==> config.mk <==
export PLATFORM = sky130hd
export DESIGN_NAME = spi_reg_frame_ctrl
export DESIGN_NICKNAME = d
export VERILOG_FILES = /design/src/rtl/spi_reg_frame_ctrl.sv
export SDC_FILE = /design/constraint.sdc
export NUM_CORES = 1
export LEC_CHECK = 0
export BUFFER_PORTS_ARGS = -buffer_cell sky130_fd_sc_hd__clkbuf_2
export CAP_MARGIN = 20
export CORE_ASPECT_RATIO = 0.7
export CORE_MARGIN = 4
export CORE_UTILIZATION = 45
export DETAILED_ROUTE_END_ITERATION = 10
export GPL_TIMING_DRIVEN = 0
export MAX_ROUTING_LAYER = met4
export PLACE_DENSITY = 0.67
export SKIP_LAST_GASP = 1
export SLEW_MARGIN = 20
export SYNTH_ARGS = -nofsm -noshare
export SYNTH_HDL_FRONTEND = slang
export SYNTH_SLANG_ARGS = --single-unit
==> constraint.sdc <==
create_clock -name clk -period 4.1 [get_ports clk]
set_clock_uncertainty 0.1 [all_clocks]
set_input_delay 0.615 -clock clk [delete_from_list [all_inputs] [get_ports clk]]
set_output_delay 0.615 -clock clk [all_outputs]
set_load 0.02 [all_outputs]
==> src/rtl/spi_reg_frame_ctrl.sv <==
// SPI mode-0 slave front end sampled in the clk domain; decodes 2-byte
// command/data frames into single-cycle register write/read strobes.
module spi_reg_frame_ctrl #(
    parameter int         SYNC_STAGES = 2,
    parameter logic [7:0] STATUS_BYTE = 8'h5A
) (
    input  logic       clk,
    input  logic       rst_n,
    input  logic       spi_sclk,
    input  logic       spi_mosi,
    input  logic       spi_cs_n,
    output logic       spi_miso,
    output logic [6:0] reg_addr,
    output logic [7:0] reg_wdata,
    output logic       reg_we,
    output logic       reg_re,
    input  logic [7:0] reg_rdata,
    input  logic       reg_rvalid,
    output logic       busy,
    output logic       frame_err
);

    localparam logic [2:0] S_IDLE    = 3'd0;
    localparam logic [2:0] S_CMD     = 3'd1;
    localparam logic [2:0] S_RD_WAIT = 3'd2;
    localparam logic [2:0] S_DATA    = 3'd3;
    localparam logic [2:0] S_DONE    = 3'd4;

    logic [SYNC_STAGES-1:0] sclk_sync;
    logic [SYNC_STAGES-1:0] cs_n_sync;
    logic [SYNC_STAGES-1:0] mosi_sync;
    logic [SYNC_STAGES-1:0] prime_sr;

    logic       sclk_p0, cs_n_p0, mosi_p0;
    logic       sclk_p1, cs_n_p1;
    logic       sck_rise, sck_fall, cs_fall, cs_rise;
    logic       primed, armed;

    logic [2:0] state;
    logic [3:0] bit_cnt;
    logic       is_write;
    logic       rd_got;
    logic [7:0] cmd, rx, tx_shift, rd_buf;
    logic [7:0] cmd_next, rx_next;

    // Input synchronizers (stage p0 = last synchronizer flop, p1 = previous value)
    always_ff @(posedge clk) begin
        if (!rst_n) begin
            sclk_sync <= '0;
            cs_n_sync <= '1;
            mosi_sync <= '0;
            prime_sr  <= '0;
            sclk_p1   <= 1'b0;
            cs_n_p1   <= 1'b1;
            armed     <= 1'b0;
        end else begin
            sclk_sync <= {sclk_sync[SYNC_STAGES-2:0], spi_sclk};
            cs_n_sync <= {cs_n_sync[SYNC_STAGES-2:0], spi_cs_n};
            mosi_sync <= {mosi_sync[SYNC_STAGES-2:0], spi_mosi};
            prime_sr  <= {prime_sr[SYNC_STAGES-2:0], 1'b1};
            sclk_p1   <= sclk_p0;
            cs_n_p1   <= cs_n_p0;
            // The cs_n=1 reset preload is not a real sample; arm only once the chain has flushed.
            armed     <= primed & cs_n_p0;
        end
    end

    assign sclk_p0  = sclk_sync[SYNC_STAGES-1];
    assign cs_n_p0  = cs_n_sync[SYNC_STAGES-1];
    assign mosi_p0  = mosi_sync[SYNC_STAGES-1];
    assign primed   = prime_sr[SYNC_STAGES-1];
    assign sck_rise = sclk_p0 & ~sclk_p1;
    assign sck_fall = ~sclk_p0 & sclk_p1;
    assign cs_fall  = ~cs_n_p0 & cs_n_p1;
    assign cs_rise  = cs_n_p0 & ~cs_n_p1;
    assign cmd_next = {cmd[6:0], mosi_p0};
    assign rx_next  = {rx[6:0], mosi_p0};

    // Frame control FSM
    always_ff @(posedge clk) begin
        if (!rst_n) begin
            state     <= S_IDLE;
            bit_cnt   <= 4'd0;
            is_write  <= 1'b0;
            rd_got    <= 1'b0;
            reg_we    <= 1'b0;
            reg_re    <= 1'b0;
            frame_err <= 1'b0;
            reg_addr  <= 7'd0;
            reg_wdata <= 8'd0;
        end else begin
            reg_we    <= 1'b0;
            reg_re    <= 1'b0;
            frame_err <= 1'b0;
            // CS rising wins over any simultaneous SCK event.
            if (cs_rise && state != S_IDLE) begin
                state <= S_IDLE;
                if (state != S_DONE)
                    frame_err <= 1'b1;
            end else begin
                case (state)
                    S_IDLE: begin
                        if (cs_fall && armed) begin
                            state   <= S_CMD;
                            bit_cnt <= 4'd0;
                            rd_got  <= 1'b0;
                        end
                    end
                    S_CMD: begin
                        if (sck_rise) begin
                            bit_cnt <= bit_cnt + 4'd1;
                            if (bit_cnt == 4'd7) begin
                                is_write <= cmd_next[7];
                                if (cmd_next[7]) begin
                                    state <= S_DATA;
                                end else begin
                                    state    <= S_RD_WAIT;
                                    reg_re   <= 1'b1;
                                    reg_addr <= cmd_next[6:0];
                                end
                            end
                        end
                    end
                    S_RD_WAIT: begin
                        if (reg_rvalid && !rd_got)
                            rd_got <= 1'b1;
                        if (sck_fall) begin
                            state <= S_DATA;
                            if (!rd_got)
                                frame_err <= 1'b1;
                        end
                    end
                    S_DATA: begin
                        if (sck_rise) begin
                            bit_cnt <= bit_cnt + 4'd1;
                            if (bit_cnt == 4'd15) begin
                                state <= S_DONE;
                                if (is_write) begin
                                    reg_we    <= 1'b1;
                                    reg_addr  <= cmd[6:0];
                                    reg_wdata <= rx_next;
                                end
                            end
                        end
                    end
                    S_DONE: ;
                    default: state <= S_IDLE;
                endcase
            end
        end
    end

    // Shift datapath; state gating keeps unreset contents from reaching outputs
    always_ff @(posedge clk) begin
        case (state)
            S_IDLE: begin
                if (cs_fall && armed)
                    tx_shift <= STATUS_BYTE;
            end
            S_CMD: begin
                if (sck_rise)
                    cmd <= cmd_next;
                if (sck_fall)
                    tx_shift <= {tx_shift[6:0], 1'b0};
            end
            S_RD_WAIT: begin
                if (reg_rvalid && !rd_got)
                    rd_buf <= reg_rdata;
                if (sck_fall)
                    tx_shift <= rd_got ? rd_buf : 8'hFF;
            end
            S_DATA: begin
                if (sck_rise)
                    rx <= rx_next;
                if (sck_fall && !is_write)
                    tx_shift <= {tx_shift[6:0], 1'b0};
            end
            default: ;
        endcase
    end

    assign busy     = (state != S_IDLE);
    assign spi_miso = ~cs_n_p0 & tx_shift[7] &
                      ((state == S_CMD) || (state == S_RD_WAIT) ||
                       ((state == S_DATA) && !is_write));

endmodule

## Word level (Yosys, flattened, before mapping)

Cells that the tools add are included.

| word-level totals | value |
|---|---|
| logic and storage cells | 124 |
| output and inout port bits | 20 |
| flip-flop bits (word level) | 68 |
| input bits | 14 |

| cells by class | value |
|---|---|
| reduce and logical (&&, ||, !) cells | 29 |
| $add $sub $neg | 1 |
| multiplexer cells | 35 |
| equal/unequal tests | 19 |
| bitwise gates (word level) | 19 |

Operator list:

| kind | number |
|---|---|
| two-way mux 7 bit | 6 |
| two-way mux 8 bit | 5 |
| one-hot mux 8 bit (4 select lines) | 1 |
| != test 2 bit (second input constant) | 11 |
| two-way mux 3 bit | 6 |
| one-hot mux 3 bit (5 select lines) | 1 |
| one-hot mux 7 bit (2 select lines) | 1 |
| NOT 1 bit | 12 |
| AND reduction 4 bit | 3 |
| two-way mux 1 bit | 11 |
| AND reduction 5 bit | 2 |
| OR reduction 5 bit | 2 |
| two-way mux 4 bit | 2 |
| one-hot mux 4 bit (2 select lines) | 1 |
| AND reduction 8 bit | 1 |
| bitwise AND 1 bit | 7 |
| AND reduction 7 bit | 1 |
| == test 3 x 2 -> 1 bit (second input constant) | 2 |
| AND reduction 2 bit | 3 |
| nonzero test 2 bit | 3 |
| logical AND 1 bit | 5 |
| adder 4 x 1 -> 4 bit (second input constant) | 1 |
| == test 4 x 3 -> 1 bit (second input constant) | 1 |
| == test 4 bit (second input constant) | 1 |
| other kinds (11) | 14 |

## Depth between registers and ports, before layout

Gate-level depths: netlist of the first run.

| logic depth | value |
|---|---|
| depth after elaboration | 5 |
| gate-level depth with buffers | 6 |
| mapped depth without buffers | 5 |

## Least setup slack after synthesis of the first run

Ideal clock, no wire load.

| timing path | value |
|---|---|
| path kind | reg-to-output |
| start | reg state[2] |
| end | out spi_miso |
| setup slack | 2,108 ps |
| data required time | 3,385 ps |
| path buffers | 2 |
| stages on the path, launching flop included | 6 |
| arrival | 1,277 ps |
| cell sequence | dfxtp_1 -> clkbuf_1 -> clkbuf_1 -> nor3_1 -> nand2_1 -> a31oi_1 |

| between the ends | value |
|---|---|
| word-level cells in the longest chain between the ends | 4 |
| elaborated cells on any way between the ends | 7 |
| those cells by class | 3 x eq/ne; 1 x bitwise; 3 x reduce/logical |

RTL lines:

| element | line | text |
|---|---|---|
| from (decl) | 39 | `logic [2:0] state;` |
| from (signal assigned) | 82 | `state <= S_IDLE;` |
| from (signal assigned) | 97 | `state <= S_IDLE;` |
| from (signal assigned) | 104 | `state <= S_CMD;` |
| == test 3 x 1 -> 1 bit (tied with other cells) | 184 | `((state == S_CMD) \|\| (state == S_RD_WAIT) \|\|` |
| logical OR 1 bit / logical AND 1 bit (equally long branches) | 184, 185 |  |
| logical OR 1 bit (*) | 184 |  |
| bitwise AND 1 bit (*) | 183 | `assign spi_miso = ~cs_n_p0 & tx_shift[7] &` |
| to (decl) | 12 | `output logic spi_miso,` |

Mark *: on every way between the ends. The rest lies on a longest branch, timed or not.

## Final worst setup path of the first run

Ends and elaborated chain as after synthesis.

==> summary.md, run 1 <==
| Metric | Value |
|---|---|
| Outcome | `finished, final reports clean` |
| CP max FO | `10` |
| Buf/Inv on CP | `3` |
| Period utilization | `63.2%` |
| Clk slew on worst S/H paths | `0.06 ns` |
| Clock Sinks | `68` |
| Syn Area/Cell | `11.7 sq um` |
| Post-layout instance area | `3170 sq um` |
| Area Overhead vs Synth | `16.8%` |
| F_max | `386 MHz` |
| Post-DR vias/cell | `approximately 5` |
| Vias | `1,791` |
| First-pass GRT wire length | `between 8000 and 9000 um` |
| Initial antenna violation count | `0` |
| Largest net degree at the start of global routing | `12` |
| Die Area | `~7400 sq um` |
| Hold Slack | `just over 0.3 ns` |
| Die height | `72.9 um` |
| Setup crit end kind | `output port` |
| RSZ-0062 raised after global routing | `no` |
| Ant. Diodes | `0` |
| Most frequent cells in the layout | `38 x dfxtp_1, 33 x clkbuf_2, 30 x edfxtp_1` |
| CP arrival | `1.88 ns` |
| Critical Path Most Common Cell | `clkbuf_1` |
| Clock Tree Buf Depth | `2` |
| Final setup fails | `0` |
| Worst slew pin tran | `0.828 ns` |
| CTS H-tree depth | `3` |
| Final min period | `2.59 ns` |
| CP peak stage delay | `0.40 ns` |
| Post-synth EDFFs | `30` |
| Crit start category | `flop` |
| Setup CP Type | `reg -> out` |
| Initial Util | `46.9%` |
| Post-Syn Area | `2710 sq um` |
| Worst path cell trace | `clkbuf_1, clkbuf_1, nor3_1, nand2_1, a31oi_1, clkbuf_2` |
| Hold crit path type | `reg -> reg` |
| Final GP Congestion | `0.820` |
| GRT overflow | `0` |
| Post-route setup TNS | `0 ns` |
| Predominant post-synthesis flop cell | `dfxtp_1` |
| Cell row count | `23` |
| Commonest non-fill, non-tap cell in the layout | `dfxtp_1` |
| Worst-Skew Late Latency | `0.34 ns` |
| Remaining DRCs | `0` |
| Ys Warns | `0` |
| Routed WL per cell | `14.3 um` |
| VDD IR-drop max | `192 uV` |
| Synth Register Bits | `68` |
| Final std cells w/o fill | `355` |
| Nets | `290` |
| Synth async-reset ratio | `0%` |
| Total Routing Usage GR | `16.1%` |
| Hold-fix buffers at CTS | `0` |
| DRT iter0 DRCs | `172` |
| Post-placement cell area | `2970 sq um` |
| Max-cap violation count | `0` |
| IO buf count | `33` |
| Synth Instances | `231` |
| Required time of the critical path | `3.38 ns` |
| Final wirelength | `5090 um` |
| Number of global-route vias before repair | `between 1,500 and 2,000` |
| Synth Net Count | `approximately 250` |
| Core area | `slightly below 6000 sq um` |
| Detailed Routing Iterations Pass 1 | `4` |
| Layout cell share with drive strength beyond 1 | `22.1%` |
| Fillers | `513` |
| P_leak | `1.17 nW` |
| Worst rel slew slack | `between 40 and 50%` |
| CTS tree | `done` |
| Root buffer cell | `clkbuf_8` |
| CTS buffer count | `9` |
| DP HPWL | `3550 um` |
| Post-cts gate resize count | `0` |
| I/O Pins | `34` |
| Synth cell types | `41` |
| Max-slew violations | `0` |
| Die Wd | `101 um` |
| Placed cell count | `between 300 and 400` |
| Power per cell area | `approximately 400 nW/um^2` |
| Slowest CP cell | `clkbuf_1` |
| Final Hold Vio Count | `0` |
| Register area share after synthesis | `61.3%` |
| Number of routed nets with antenna violations | `0` |
| Crit path max-delay family | `buffers and inverters` |
| Setup Buffers After CTS | `0` |
## per-layer routing
| metal | vias to the layer above | wire, um | global-route usage [%] |
|---|---|---|---|
| met3 | 5 | 292 | 6.88 |
| met2 | 41 | 2210 | 21.4 |
| met4 | 0 | 47 | 5.38 |
| li1 | 916 | - | - |
| met1 | 829 | 2540 | 21.8 |
| met5 | - | 0 | - |
## state kept, by name, indices dropped and copies added (netlist names), 2 cells and up
register,count
reg_addr,7
reg_wdata,8
state,3
rd_buf,8
sclk_sync,2
prime_sr,2
tx_shift,8
rx,7
cmd,7
cs_n_sync,2
bit_cnt,4
mosi_sync,2
## cells by family after synthesis
group | share of synthesized area, %
muxes | 5.91
xor gates and xnor gates | 0.646
buffers and inverters | 3.18
adders and majority gates | 0.461
DFF | 61.3
AOI/OAI and AO/OA | 9.18
and+or+nand+nor | 19.3
## area by class of cell
type	instances	area [sq um]	area share [%]
sequential	68	1660	52.5
multi-input combinational	147	968	30.6
timing repair buffer	33	165	5.22
clock buffer	11	141	4.46
tap	75	93.8	2.96
buffer	14	78.8	2.49
clock inverter	5	50.0	1.58
inverter	2	7.51	0.237
## synthesized netlist by cell type, drive strengths merged, types with 2 or more instances
cell    count  share of area, %
buf         7               1.9
o21ai       5              0.92
nor3       12               2.2
nand2b     11               2.5
nor4        3              0.69
and2        8               1.9
nor3b       2              0.55
inv         2              0.28
a21oi       7               1.3
mux2i      16               5.9
a211oi      9               3.0
nand3b      6               1.7
clkbuf      7              0.97
o21bai      4               1.1
or3         3              0.88
nor2b       6               1.4
nor2       26               3.6
nand2      12               1.7
nand3       2              0.37
dfxtp      38                28
edfxtp     30                33
## path summary, 6_finish.rpt
kind / start / end / slack [ns] / cells after the start
setup / recovery: state[2] / spi_miso / 1.51 / 6
hold / removal: cs_n_sync[0] / cs_n_sync[1] / 0.31 / 1
setup reg to reg: state[1] / tx_shift[5] / 1.84 / 4
hold reg to reg: cs_n_sync[0] / cs_n_sync[1] / 0.31 / 1
## power breakdown
group	switching [mW]	internal, mW
clock network	0.237	0.294
logic	0.0130	0.0102
registers	0.00276	0.709
total	0.253	1.01
## stage by stage
stage / util [%] / power [mW] / setup slack (ns)
after floorplan: - / 0.739 / 2.11
after global placement: 51.4 / 0.750 / 1.88
after detailed placement: 51.4 / 0.750 / 1.79
after CTS: 54.7 / 1.28 / 1.52
after global routing: 54.7 / 1.32 / 1.35
final: 54.7 / 1.27 / 1.51
Note: power is estimated with default switching activity, not from simulation.
==> run 2: changes to the inputs <==
ABC_AREA = 1   (was not set)
clock period = 2.6 ns   (was 4.1 ns; I/O delays follow)
==> summary.md, run 2 <==
| Metric | Value |
|---|---|
| Area Overhead vs Synth | `16.2%` |
| Crit start category | `flop` |
| DP HPWL | `3960 um` |
| Post-cts gate resize count | `0` |
| Slowest CP cell | `dfxtp_1` |
| Setup CP Type | `reg -> out` |
| Commonest non-fill, non-tap cell in the layout | `nand2_1` |
| Final GP Congestion | `0.885` |
| Die Area | `7650 sq um` |
| Outcome | `finished, final reports clean` |
| Biggest regs | `rd_buf: 8 flops, reg_wdata: 8 flops, tx_shift: 8 flops` |
| Max-cap violation count | `0` |
| Final setup fails | `0` |
| Area leader, netlist | `edfxtp_1` |
| Post-synth top cells | `73 x nand2_1, 49 x nor2_1, 38 x dfxtp_1, 30 x edfxtp_1, 24 x inv_1` |
| Hold crit path type | `in -> reg` |
| Final std cells w/o fill | `approximately 430` |
| Buf/Inv on CP | `3` |
| Core area | `5900 sq um` |
| Routed WL per cell | `12.6 um` |
| Initial antenna violation count | `0` |
| CTS tree | `done` |
| Post-Syn Area | `2830 sq um` |
| Clock Tree Buf Depth | `2` |
| Synth async-reset ratio | `0%` |
| Remaining DRCs | `0` |
| Initial Util | `48.0%` |
| Post-route setup TNS | `0 ns` |
| Most frequent cell after synthesis | `nand2_1` |
| IO buf count | `33` |
| VDD IR-drop max | `397 uV` |
| Worst rel slew slack | `55.1%` |
| Layout cell share with drive strength beyond 1 | `21.8%` |
| Number of routed nets with antenna violations | `0` |
| Synth Net Count | `324` |
| Die height | `about 74 um` |
| Final min period | `2.19 ns` |
| Ant. Diodes | `0` |
| Power, Total | `3.47 mW` |
| Largest net degree at the start of global routing | `15` |
| Nets | `368` |
| Final wirelength | `5480 um` |
| Register area share after synthesis | `58.6%` |
| Clk slew on worst S/H paths | `roughly 0.080 ns` |
| P_leak | `1.44 nW` |
| Worst-Skew Late Latency | `0.35 ns` |
| Worst path cell trace | `inv_2, nor2_1, nand2_1, nand2_1, inv_1, a21oi_1, clkbuf_2` |
| Cell row count | `23` |
| Post-synth EDFFs | `30` |
| Final Hold Vio Count | `0` |
| Predominant post-synthesis flop cell | `dfxtp_1` |
| Setup crit end kind | `output port` |
| Synth Instances | `around 310` |
| First-pass GRT wire length | `9160 um` |
| Synth top area share | `31.8%` |
| Top cells by area, synth | `edfxtp_1 32%, dfxtp_1 27%, nand2_1 9.7%` |
| CP arrival | `1.70 ns` |
| Detailed Routing Iterations Pass 1 | `4` |
| Crit path max-delay family | `flip-flops` |
| Syn Area/Cell | `between 9 and 10 sq um` |
| Ys Warns | `0` |
| Worst slew pin tran | `0.671 ns` |
| RSZ-0062 raised after global routing | `no` |
| GRT overflow | `0` |
| Clock Sinks | `68` |
| F_max | `456 MHz` |
| I/O Pins | `34` |
| Max-slew violations | `0` |
| CP max FO | `10` |
| Vias | `2,094` |
| Most frequent cells in the layout | `73 x nand2_1, 49 x nor2_1, 38 x dfxtp_1` |
| DRT iter0 DRCs | `approximately 120` |
| Root buffer cell | `clkbuf_8` |
| CTS buffer count | `9` |
| Synth Register Bits | `between 60 and 70` |
| CTS H-tree depth | `3` |
| Die Wd | `103 um` |
| Post-DR vias/cell | `4.84` |
| Hold-fix buffers at CTS | `0` |
| Placed cell count | `around 420` |
| Number of global-route vias before repair | `~1,900` |
| Required time of the critical path | `roughly 2.1 ns` |
| Period utilization | `84.4%` |
| Setup Buffers After CTS | `0` |
| Total Routing Usage GR | `between 15 and 20%` |
| Power per cell area | `1050 nW/um^2` |
| CP peak stage delay | `between 0.4 and 0.5 ns` |
| Synth cell types | `27` |
| Fillers | `between 500 and 600` |
| Critical Path Most Common Cell | `nand2_1` |
## run 2: cell types whose count changed in the layout (fill, tap and decap cells not counted), sizes merged, moves of 5 or more
cell / before / now
a21oi: 7 / 14
a211oi: 9 / 0
nor2: 26 / 58
nor2b: 6 / 0
nand3: 2 / 13
o21ai: 5 / 13
nand4: 0 / 5
nand2b: 11 / 0
inv: 3 / 35
nor3: 12 / 2
nand2: 12 / 81
and2: 8 / 0
mux2i: 16 / 0
## run 2: final timing paths
path              slack, ns      endpoint  cells after the start          from
setup reg to reg       0.73         rx[6]                      5      state[1]
setup / recovery       0.41      spi_miso                      7      state[1]
hold / removal         0.05   prime_sr[0]                      1         rst_n
hold reg to reg        0.32  sclk_sync[1]                      2  sclk_sync[0]
## run 2: worst reg2reg max path, stage by stage, from the launching register on
cell and delay, ns:
dfxtp_1 0.45, nand2_1 0.10, nor2_2 0.14, buf_6 0.17, inv_2 0.09, nor2_1 0.46
## run 2: routing by layer
metal / share of wire, % / vias up / track usage (%)
met4: 1.0 / 0 / 7.33
met2: 42 / 42 / 21.7
met3: 6.5 / 8 / 5.72
met5: 0 / - / -
li1: - / 1101 / -
met1: 50 / 943 / 23.4
## run 2: power by group
part / switching (mW) / internal, mW / total (mW)
Clock: 0.444 / 0.422 / 0.865
Sequential: 0.0697 / 1.31 / 1.38
Combinational: 0.820 / 0.412 / 1.23
## run 2: cell families after synthesis
kind of cell	count (synthesis)	synth area share (%)
adders and majority gates	1	0.441
buffers and inverters	39	6.27
DFF	68	58.6
and+or+nand+nor	168	27.9
AOI/OAI and AO/OA	33	6.80
## run 2: final cells by class
class / count / area, sq um / share of cell area (%)
tap: 75 / 93.8 / 2.85
clock buffer: 10 / 149 / 4.52
timing repair buffer: 33 / 165 / 5.02
multi-input combinational: 202 / 995 / 30.2
sequential: 68 / 1660 / 50.5
buffer: 8 / 60.1 / 1.82
inverter: 31 / 118 / 3.57
clock inverter: 6 / 50.0 / 1.52
## run 2: per-stage QoR
step | area, sq um | hold slack, ns | utilization [%] | setup WS, ns
floorplan | 2830 | 0.290 | - | 0.950
global placement | 3090 | 0.295 | 52.4 | 0.757
detailed placement | 3090 | 0.304 | 52.4 | 0.724
CTS | 3290 | 0.0330 | 55.8 | 0.395
global route | 3290 | 0.0236 | 55.8 | 0.248
finish | 3290 | 0.0514 | 55.8 | 0.407
